## src/rtl/fifo_demuxn.sv

```systemverilog
// Paired data/select demultiplexer with independent input FIFOs and one shared output register.

// fifo_demuxn_fifo: DEPTH-entry circular buffer with occupancy count.
// Latency: push visible at head one edge later; head is a combinational read of the RAM.
// Backpressure: full when count == DEPTH; the caller must not push when full or pop when empty.
module fifo_demuxn_fifo #(
    parameter int W     = 32,
    parameter int DEPTH = 4,
    localparam int AW   = $clog2(DEPTH),
    localparam int CW   = $clog2(DEPTH) + 1
) (
    input  logic          clk,
    input  logic          rst,
    input  logic          push,
    input  logic [W-1:0]  push_dat,
    input  logic          pop,
    output logic [W-1:0]  head,
    output logic [CW-1:0] count,
    output logic          full,
    output logic          empty
);
    logic [W-1:0]  mem [DEPTH];
    logic [AW-1:0] wptr;
    logic [AW-1:0] rptr;

    always_ff @(posedge clk) begin
        if (push) begin
            mem[wptr] <= push_dat;
        end
    end

    // DEPTH is a power of two, so pointer overflow is the modulo wrap.
    always_ff @(posedge clk or posedge rst) begin
        if (rst) begin
            wptr  <= '0;
            rptr  <= '0;
            count <= '0;
        end else begin
            if (push) begin
                wptr <= wptr + 1'b1;
            end
            if (pop) begin
                rptr <= rptr + 1'b1;
            end
            if (push && !pop) begin
                count <= count + 1'b1;
            end else if (pop && !push) begin
                count <= count - 1'b1;
            end
        end
    end

    assign head  = mem[rptr];
    assign full  = (count == CW'(DEPTH));
    assign empty = (count == '0);
endmodule

// fifo_demuxn: pairs k-th data word with k-th select and presents it on a shared bus to one channel.
// Latency: two edges from acceptance into an empty block to out_valid; full rate when target is ready.
// Backpressure: in_ready/select_ready reflect FIFO space only; a stalled target holds the register.
module fifo_demuxn #(
    parameter int INPUT_WIDTH  = 32,
    parameter int NUM_OUTPUTS  = 4,
    parameter int SELECT_WIDTH = 2,
    parameter int DEPTH        = 4,
    localparam int CW          = $clog2(DEPTH) + 1
) (
    input  logic                    clk,
    input  logic                    rst,
    input  logic [INPUT_WIDTH-1:0]  in,
    input  logic                    in_valid,
    output logic                    in_ready,
    input  logic [SELECT_WIDTH-1:0] select,
    input  logic                    select_valid,
    output logic                    select_ready,
    output logic [INPUT_WIDTH-1:0]  out,
    output logic [NUM_OUTPUTS-1:0]  out_valid,
    input  logic [NUM_OUTPUTS-1:0]  out_ready,
    output logic                    drop,
    output logic [CW-1:0]           in_count,
    output logic [CW-1:0]           select_count
);
    localparam logic [SELECT_WIDTH:0] NUM_OUT_W = (SELECT_WIDTH + 1)'(NUM_OUTPUTS);

    logic [INPUT_WIDTH-1:0]  d_head;
    logic                    d_full;
    logic                    d_empty;
    logic [SELECT_WIDTH-1:0] s_head;
    logic                    s_full;
    logic                    s_empty;

    logic                    pair_avail;
    logic                    sel_ok;
    logic                    handshake;
    logic                    reg_free;
    logic                    load;
    logic                    discard;
    logic                    pop;

    logic [INPUT_WIDTH-1:0]  dat_r;
    logic [SELECT_WIDTH-1:0] tgt_r;
    logic                    vld_r;
    logic                    drop_r;

    fifo_demuxn_fifo #(.W(INPUT_WIDTH), .DEPTH(DEPTH)) u_data_fifo (
        .clk      (clk),
        .rst      (rst),
        .push     (in_valid && in_ready),
        .push_dat (in),
        .pop      (pop),
        .head     (d_head),
        .count    (in_count),
        .full     (d_full),
        .empty    (d_empty)
    );

    fifo_demuxn_fifo #(.W(SELECT_WIDTH), .DEPTH(DEPTH)) u_select_fifo (
        .clk      (clk),
        .rst      (rst),
        .push     (select_valid && select_ready),
        .push_dat (select),
        .pop      (pop),
        .head     (s_head),
        .count    (select_count),
        .full     (s_full),
        .empty    (s_empty)
    );

    assign in_ready     = !d_full;
    assign select_ready = !s_full;

    // Out-of-range pairs are discarded without waiting for the output register.
    assign pair_avail = !d_empty && !s_empty;
    assign sel_ok     = ({1'b0, s_head} < NUM_OUT_W);
    assign handshake  = |(out_valid & out_ready);
    assign reg_free   = !vld_r || handshake;
    assign load       = pair_avail && sel_ok && reg_free;
    assign discard    = pair_avail && !sel_ok;
    assign pop        = load || discard;

    always_ff @(posedge clk or posedge rst) begin
        if (rst) begin
            dat_r  <= '0;
            tgt_r  <= '0;
            vld_r  <= 1'b0;
            drop_r <= 1'b0;
        end else begin
            drop_r <= discard;
            if (load) begin
                dat_r <= d_head;
                tgt_r <= s_head;
                vld_r <= 1'b1;
            end else if (handshake) begin
                vld_r <= 1'b0;
            end
        end
    end

    always_comb begin
        out_valid = '0;
        for (int k = 0; k < NUM_OUTPUTS; k++) begin
            out_valid[k] = vld_r && (tgt_r == SELECT_WIDTH'(k));
        end
    end

    assign out  = dat_r;
    assign drop = drop_r;
endmodule

```

## config.mk

```make
export PLATFORM = sky130hd
export DESIGN_NAME = fifo_demuxn
export DESIGN_NICKNAME = d
export VERILOG_FILES = /design/src/rtl/fifo_demuxn.sv
export SDC_FILE = /design/constraint.sdc
export NUM_CORES = 1
export LEC_CHECK = 0
export CORE_AREA = 8 8 144 146
export CTS_CLUSTER_DIAMETER = 120
export DETAILED_ROUTE_END_ITERATION = 16
export DIE_AREA = 0 0 152 154
export PLACE_DENSITY_LB_ADDON = 0.25
export SYNTH_ARGS = -nofsm -noshare
export SYNTH_HDL_FRONTEND = slang
export SYNTH_SLANG_ARGS = --single-unit
export TNS_END_PERCENT = 50
```

## constraint.sdc

```tcl
create_clock -name clk -period 3.6 [get_ports clk]
set_clock_uncertainty 0.05 [all_clocks]
set_input_delay 0.72 -clock clk [delete_from_list [all_inputs] [get_ports clk]]
set_output_delay 0.72 -clock clk [all_outputs]
set_load 0.1 [all_outputs]
```

* Yosys cells after proc, flatten, opt, wreduce, memory -nomap -nowiden
Memories as Yosys holds them, arrays and structs flattened. A register that Yosys moved wholly into a read port is not among the register bits. Index checks and enable logic that the tools add are counted.
Storage, ports and cells: bits in writable memories 136, bits of input ports 42, register bits after elaboration 15, logic and storage cells 61, output and inout port bits 45, memories kept 2
Operators by class: add/sub/neg operators 8, multiplexer cells 10, equality and inequality tests 5, bitwise operators 1, reductions and logical operators 28
Memory list:
- u_data_fifo.mem | words 4, bits a word 32, read ports 1, clocked after Yosys merged registers in 1, wr ports 1, line 22 | logic [W-1:0] mem [DEPTH];
- u_select_fifo.mem | words 4, bits a word 2, read ports 1, clocked after Yosys merged registers in 1, wr ports 1, line 22
Operator list (number):
- 1-bit logical AND | 12
- 3-bit two-way mux | 4
- 2-bit by 1-bit adder with 2-bit output, second input constant | 4
- 1-bit zero test | 8
- 3-bit by 1-bit adder with 3-bit output, second input constant | 2
- 3-bit == test, second input constant | 2
- 3-bit zero test | 2
- 1-bit two-way mux | 6
- 2-bit nonzero test | 3
- 3-bit by 1-bit subtractor with 3-bit output, second input constant | 2
- 4-bit bitwise AND | 1
- 2-bit == test, second input constant | 2
- 4-bit OR reduction | 1
- 2-bit by 1-bit == test with 1-bit output, second input constant | 1
- 2-bit zero test | 1
- 1-bit logical OR | 1

* Logic depth before layout (Yosys ltp)
Gate-level depths: netlist (run 1).
depth after elaboration 9, gate-level depth with buffers 11, depth with buffers taken out 9

* Cells and area by module
From an unflattened synthesis (run 1), not the netlist that was laid out.
Unflattened totals: cells, all modules 341, area total of the unflattened synthesis 7194.4 um^2
By module, submodules not included:
- fifo_demuxn_fifo (u_data_fifo) | cells an instance 203, times used 1, area each 5063.6 um^2, sequential area each 4018.9 um^2
- fifo_demuxn | cells an instance 93, times used 1, area each 1443.9 um^2, sequential area each 875.8 um^2
- fifo_demuxn_fifo (u_select_fifo) | cells an instance 45, times used 1, area each 686.9 um^2, sequential area each 415.4 um^2

* Worst setup path before layout (run 1)
No wires, ideal clock.
kind reg2reg, from register u_select_fifo.count[2], to register u_select_fifo.count[1], required time 3424 ps, arrival time 3221 ps, period minus slack after synthesis 3397 ps, buffers on the path 0, setup time 126 ps, stages on the path, launching flop included 7, slack 203 ps, cell sequence dfrtp_1 > nand2_1 > and2_0 > ha_1 > inv_1 > fa_1 > mux2_2
On the way: elaborated cells between the ends (all ways) 13, those cells by class eq/ne: 1; mux: 1; reduce/logical: 11
RTL lines:
- from (decl) | line 18 | output logic [CW-1:0] count,
- from (signal assigned) | line 46 | count <= count + 1'b1;
- from (signal assigned) | line 48 | count <= count - 1'b1;
- 3-bit == test (*) | line 54 | assign full = (count == CW'(DEPTH));
- 1-bit zero test (*) | line 130 | assign select_ready = !s_full;
- named net select_ready | line 75 | output logic select_ready,
- 1-bit logical AND (*) | line 120 | .push (select_valid && select_ready),
- named net u_select_fifo.push | line 14 | input logic push,
- 1-bit zero test | line 47 | end else if (pop && !push) begin
- 1-bit logical AND | line 47
- 2-bit nonzero test (no source line)
Mark *: on every way through the listed nets, which the timed path passes. The rest lies on a longest branch. A chain may end at the register's enable or synchronous reset.

* Final worst setup path (run 1)
from register u_select_fifo.count[1], to output port select_count[1]
RTL lines:
- to (decl) | line 81 | output logic [CW-1:0] select_count
No word-level cell between the ends.

==> impl_summary.md, run 1 <==
Place
The count of buffers from port buffering is 85. Routability-driven placement finished with a final weighted congestion of 0.698. The sum of net half-perimeters after detailed placement is 9040 um.

Clock network
Counting every sink on the clock net gives 185. The maximum clock path buffer count is 2. The clock tree root driver cell is sky130_fd_sc_hd__clkbuf_16. The number of hold buffers added after cts is 0. Post-CTS repair changed the size of 0 cells. The total number of H-tree levels is 4.

The clock network latency to the later pin of the worst-skew pair is 0.42 ns. The TritonCTS clock tree is done. The clock-pin slew on the worst setup and hold paths is 0.06 ns.

The number of setup buffers added after CTS is 0. The number of clock buffers added by TritonCTS is 17.

Timing
The number of slew-limit violations in the final report was 0. The minimum clock period is 2.80 ns. Hold timing on the final database bottoms out at a slack of 0.459 ns. Based on the critical path, the design can be clocked at up to 0.357 GHz.

Setup repair after global routing left no endpoint under its margin. At the pin with the least slew margin, the transition time is 0.994 ns. The worst-case headroom to the max-slew limit is 33.5%. After routing, the total negative slack on setup checks comes to 0 ns.

Setup violations remaining at the end of the flow were counted as 0. The share of the clock period used by the worst path after layout is 77.9%. The number of hold violations in the final report is 0.

Finish
Counting the fill cells in the layout gives 1514. The layout cell share with drive strength beyond 1 is 28.3%. The post-synthesis to final-layout area growth is 22.3%. The area used by sequential logic in the layout is 5310 um2.

In the final layout, the multi-input gates occupy 1800 um2. The post-layout net count is 491. The final antenna diode count is 0.

Detailed routing
The detailed-route wire length per cell is 20.5 um. The residual antenna-violating net count after detailed routing is 0. The number of design rule violations left after detail routing is 0. The detailed router finished its first iteration with 163 violations.

The number of iterations in the first detailed-routing pass is 6. The total wirelength of the detailed-routed design is 14000 um. Using the TritonRoute via totals, the vias-per-cell ratio works out to 4.95. The via count of the routed design is 3383.

Setup path
The kind of start point of the critical path is a register. The endpoint type of the worst setup path is an output pin. Walking the worst path, the cells encountered are clkdlybuf4s50_1. The start-to-end type of the worst setup path is register to output pin.

The standard cell with the maximum stage delay on the critical path is sky130_fd_sc_hd__clkdlybuf4s50_1. The highest cell delay on the worst timing path is 1.17 ns. Counting both buffers and inverters, the worst setup path holds a total of 1. The family with the most delay on the worst path is buffers and inverters. Data on the critical path arrives at its endpoint at 2.03 ns.

The maximum net fanout on the critical path is 5. The data required time of the critical path is 2.83 ns.

Die
The core region is 18500 um2. In this run the vertical extent of the chip is 154 um. During I/O placement, the number of pins put on the boundary was 87. The row count is 50. The full die area is 23400 um2. For this configuration, the core starts out at a cell density of 39.3%. The die is 152 um wide.

Global routing
The final global-route overflow total is 0. The number of antenna violations at the first check in global routing is 0. The via count of the first global-routing pass is 3784. The global-route usage over all layers is 12.6%. The first global-routing pass estimated 22400 um of wire. The pin count of the biggest net entering global routing is 34.

Synthesis
The number of different library cells in the post-synthesis netlist is 26. The fraction of synthesis flops using an asynchronous set or reset pin is 26.5%. In the post-synthesis netlist, the cell with the most instances is sky130_fd_sc_hd__edfxtp_1. The cell area after synthesis is 7240 um2.

Summing the sequential cell areas from Yosys gives 73.3% of the chip area. Ranked by instance count, the synthesized netlist is headed by 136 x sky130_fd_sc_hd__edfxtp_1, 49 x sky130_fd_sc_hd__dfrtp_1, 34 x sky130_fd_sc_hd__mux4_2. Counting every net in the synthesized netlist gives 391. The register bit count reported by yosys is 185. The number of synthesized flops with an enable pin is 136. The top cell type by area accounts for 56.4% of the synthesized area.

The commonest register cell after synthesis is sky130_fd_sc_hd__edfxtp_1. Sorting the synthesized cells by area gives the leading types as sky130_fd_sc_hd__edfxtp_1 56%, sky130_fd_sc_hd__dfrtp_1 17%, sky130_fd_sc_hd__mux4_2 11%, sky130_fd_sc_hd__mux2_4 5.8%, sky130_fd_sc_hd__mux2_2 1.9%. The number of warnings reported in the yosys synthesis log is 0. The mean area per synthesized cell is 21.5 um2. The synthesized netlist cell count is 337. The post-synthesis cell type with the largest combined area is sky130_fd_sc_hd__edfxtp_1.

Min path
The min-delay analysis places its worst path in the category register to register.

Flow run
The number of max-cap violations is 0.

Outcome
The run finished with clean final reports.
[sequential cells by signal, summed over array words and instances, names as in the netlist]
name                 flops
u_data_fifo.mem        128
out                     32
u_select_fifo.mem        8
u_data_fifo.count        3
u_select_fifo.count      3
tgt_r                    2
u_data_fifo.rptr         2
u_data_fifo.wptr         2
u_select_fifo.rptr       2
u_select_fifo.wptr       2
vld_r                    1
[cells by family after synthesis]
family                   after synthesis  share of synthesized area, %
flip-flops                           185                          73.3
multiplexers                          74                          18.2
AND/OR/NAND/NOR                       27                          1.88
buffers and inverters                 21                          1.99
adder cells (fa/ha/maj)               12                          2.28
XOR/XNOR                              12                          1.45
AO/OA/AOI/OAI                          5                         0.812
other                                  1                        0.0518
[cell type report]
cell class	count	share of cell area, %
clock buffers	20	4.93
flip-flops and latches	185	60.0
repair buffers	94	10.2
multi-input cells	131	20.3
clock inverters	11	0.946
inverters	8	0.339
well taps	234	3.31
[cells in the final DEF (no fill, tap or decap), types with 3 or more instances in the layout]
| cell type | n |
|---|---|
| sky130_fd_sc_hd__clkinv_2 | 3 |
| sky130_fd_sc_hd__buf_4 | 18 |
| sky130_fd_sc_hd__ha_1 | 10 |
| sky130_fd_sc_hd__mux2_4 | 28 |
| sky130_fd_sc_hd__dfrtp_1 | 47 |
| sky130_fd_sc_hd__xor2_1 | 6 |
| sky130_fd_sc_hd__xnor2_1 | 6 |
| sky130_fd_sc_hd__and3_1 | 4 |
| sky130_fd_sc_hd__and3_2 | 4 |
| sky130_fd_sc_hd__nor2_1 | 10 |
| sky130_fd_sc_hd__mux4_2 | 34 |
| sky130_fd_sc_hd__mux2_2 | 12 |
| sky130_fd_sc_hd__edfxtp_1 | 136 |
| sky130_fd_sc_hd__clkbuf_1 | 3 |
| sky130_fd_sc_hd__clkbuf_16 | 17 |
| sky130_fd_sc_hd__clkinv_1 | 4 |
| sky130_fd_sc_hd__nand2_1 | 4 |
| sky130_fd_sc_hd__clkdlybuf4s50_1 | 75 |
| sky130_fd_sc_hd__inv_1 | 7 |
[per-layer routing]
metal | vias to the layer above | GRT usage [%] | part of all wire (%)
li1 | 1516 | - | -
met1 | 1786 | 15.8 | 44
met2 | 68 | 20.4 | 50
met3 | 13 | 4.34 | 4.7
met4 | 0 | 3.71 | 0.95
met5 | - | 0 | 0
[through the flow]
step	setup slack, ns	util, %	cells	instance area, um2
after floorplan	0.203	-	337	7240
after global placement	0.393	45.2	652	8340
final	0.796	48.0	683	8860
after CTS	0.768	48.0	683	8860
after detailed placement	0.364	45.2	652	8340
after global routing	0.696	48.0	683	8860
[path summary, 6_finish.rpt]
path | from | to | slack [ns] | depth (start not counted)
worst max-delay path | u_select_fifo.count[1] | select_count[1] | 0.80 | 1
min in group asynchronous | rst | out[28] | 0.55 | 2
worst max register to register | u_data_fifo.count[0] | u_select_fifo.count[2] | 0.97 | 9
worst min-delay path | out[17] | out[17] | 0.46 | 1
worst min register to register | out[17] | out[17] | 0.46 | 1
max in group asynchronous | rst | out[13] | 2.33 | 3
Power of run 1 is left out: the tool's default activity adds up to more than one toggle a clock period on the data nets, which glitch-free logic cannot reach.
==> run 2, diff against run 1 <==
==> constraint.sdc (replaced) <==
create_clock -name clk -period 2.8 [get_ports clk]
set_clock_uncertainty 0.05 [all_clocks]
set_input_delay 0.56 -clock clk [delete_from_list [all_inputs] [get_ports clk]]
set_output_delay 0.56 -clock clk [all_outputs]
set_load 0.1 [all_outputs]
==> run 2 against run 1 <==
Net effect: design area increased by 0.42%; worst hold slack got worse by 0.0020 ns; routed wire length is 4.7% lower; sequential cell count unchanged; global-route usage down 0.56 points; largest cell class unchanged.
==> impl_summary.md, run 2 (same netlist as run 1, synthesis figures left out) <==
Outcome
The run finished with clean final reports.

Global routing
The number of antenna violations at the first check in global routing came to 0 (unchanged). The global-route wire length before repair is 21100 um (-5.6%). The via count of the first global-routing pass is 3721 (-1.7%). The final global-route overflow total is 0 (unchanged). The global-route usage over all layers came to 12.1% (-0.56 points). The pin count of the biggest net entering global routing was 50 (+47%).

Timing
The final total negative setup slack is 0 ns (unchanged). Setup repair after global routing left no endpoint under its margin. The final count of negative-setup-slack endpoints is 0 (unchanged). The number of hold violations in the final report came to 0 (unchanged). The smallest clock period supported by the final layout is computed as 2.37 ns.

The actual transition at the worst max-transition pin was 0.850 ns (-0.144 ns). The share of the clock period used by the worst path after layout is 84.7%. The number of slew-limit violations in the final report is 0 (unchanged). The worst-case headroom to the max-slew limit is 43.4% (+9.8 points). For this run, the top clock speed supported by timing is 0.422 GHz.

Setup path
The endpoint type of the worst setup path is a register. The data required time of the critical path was 3.09 ns (+0.26 ns). The data arrival time of the worst path came to 2.66 ns (+0.63 ns). The critical path goes through or3_1 -> o211ai_4 -> o21bai_4 -> ha_1 -> inv_1 -> fa_1 -> xor2_1 -> nor2_1 -> xor2_1. The start-to-end type of the worst setup path is register to register.

The highest cell delay on the worst timing path came to 0.46 ns (-0.71 ns). The standard cell with the maximum stage delay on the critical path is sky130_fd_sc_hd__or3_1. The kind of start point of the critical path is a register. The maximum net fanout on the critical path is 5 (unchanged). The cell repeated most along the worst path is sky130_fd_sc_hd__xor2_1.

Detailed routing
The total wirelength of the detailed-routed design came to 13400 um (-4.7%). The number of iterations in the first detailed-routing pass is 6 (unchanged). The number of design rule violations left after detail routing is 0 (unchanged). The ratio of routed vias to standard cells is 4.88 (-1.5%).

The initial detailed-routing violation count is 178 (+9.2%). The detailed-route wire length per cell came to 19.6 um (-4.7%). The residual antenna-violating net count after detailed routing is 0 (unchanged). The via count of the routed design is 3331 (-1.5%).

Clock network
The number of sinks handled by clock tree synthesis is 185 (unchanged). The number of hold buffers added after cts is 0 (unchanged). The clock network latency to the later pin of the worst-skew pair is 0.42 ns (about the same). The total number of H-tree levels is 4 (unchanged). The number of gates resized after CTS is 0 (unchanged). The clock-pin slew on the worst setup and hold paths is 0.06 ns (about the same). The post-CTS setup buffer count is 0 (unchanged).

The maximum clock path buffer count is 2 (unchanged). The clock tree root driver cell is sky130_fd_sc_hd__clkbuf_16. The TritonCTS clock tree is done. The number of buffers added by the clock tree synthesis step is 17 (unchanged).

Finish
Compared with the post-synthesis result, the final layout area differs by 22.8%. The library cells used most frequently in the layout, excluding fill and tap cells, are 136 x sky130_fd_sc_hd__edfxtp_1, 46 x sky130_fd_sc_hd__buf_4, 41 x sky130_fd_sc_hd__clkdlybuf4s50_1, 41 x sky130_fd_sc_hd__dfrtp_1, 34 x sky130_fd_sc_hd__mux4_2. The flip-flop count of the largest register after layout is 128 (unchanged). Leaving out fill and tap cells, the most frequent cell in the layout is sky130_fd_sc_hd__edfxtp_1. The final antenna diode count is 0 (unchanged). The layout cell share with drive strength beyond 1 is 38.5% (+10 points). The post-layout net count is 490 (-0.20%). Counting flops per register, the top entry is u_data_fifo.mem.

Die
The initial cell density of the core came to 39.3% (unchanged). The area of the core is 18500 um2 (unchanged). The row count is 50 (unchanged). The number of placed I/O pins is 87 (unchanged). The width of the die is 152 um (unchanged). The full die area is 23400 um2 (unchanged). The chip height is 154 um (unchanged).

Place
The sum of net half-perimeters after detailed placement is 8160 um (-9.7%). The count of buffers from port buffering was 85 (unchanged). The placer congestion estimate is 0.745 (+6.6%).

Min path
The kind of path behind the tightest hold check is input port to asynchronous set/reset pin.

Flow run
The number of max-cap violations is 0 (unchanged).
## run 2: worst paths after layout
path                                         from                     end  slack (ns)  cells after the start
hold reg to reg            u_select_fifo.count[2]  u_select_fifo.count[2]        0.46                      1
max in group asynchronous                     rst     u_data_fifo.rptr[0]        1.97                      3
setup / recovery             u_data_fifo.count[0]  u_select_fifo.count[2]        0.43                      9
hold / removal                                rst                  out[0]        0.46                      3
setup reg to reg             u_data_fifo.count[0]  u_select_fifo.count[2]        0.43                      9
min in group clk           u_select_fifo.count[2]  u_select_fifo.count[2]        0.46                      1
## run 2: worst max-delay path: cells and delay by family (launching register included)
kind / cells / cell delay [ns]
AOI/OAI and AO/OA: 2 / 0.30
and+or+nand+nor: 2 / 0.57
buffers and inverters: 1 / 0.06
DFF: 1 / 0.44
adders and majority gates: 2 / 0.57
xor gates and xnor gates: 2 / 0.31
## run 2: per-stage QoR
step,util [%],instances,cell area (um2),setup slack [ns],hold WS (ns)
floorplan,-,337,7260,0.00676,0.427
global placement,45.1,651,8320,0.0118,0.441
detailed placement,45.1,651,8320,0.0115,0.447
CTS,48.2,683,8890,0.393,0.457
global route,48.2,683,8890,0.278,0.472
finish,48.2,683,8890,0.428,0.457
## run 2: layout make-up
class | count | area, um2
clock buffers | 22 | 484
clock inverters | 10 | 91.3
fillers | 1555 | 9560
inverters | 8 | 30.0
multi-input cells | 131 | 1800
flip-flops and latches | 185 | 5320
well taps | 234 | 293
repair buffers | 93 | 876
## run 2: routing by layer
layer | vias to the layer above | global-route usage, % | wire [um]
met1 | 1733 | 13.8 | 5680
met2 | 73 | 20.9 | 6920
met5 | - | 0 | 0
li1 | 1513 | - | -
met3 | 12 | 4.06 | 608
met4 | 0 | 4.14 | 136
Power of run 2 is left out for the same reason.
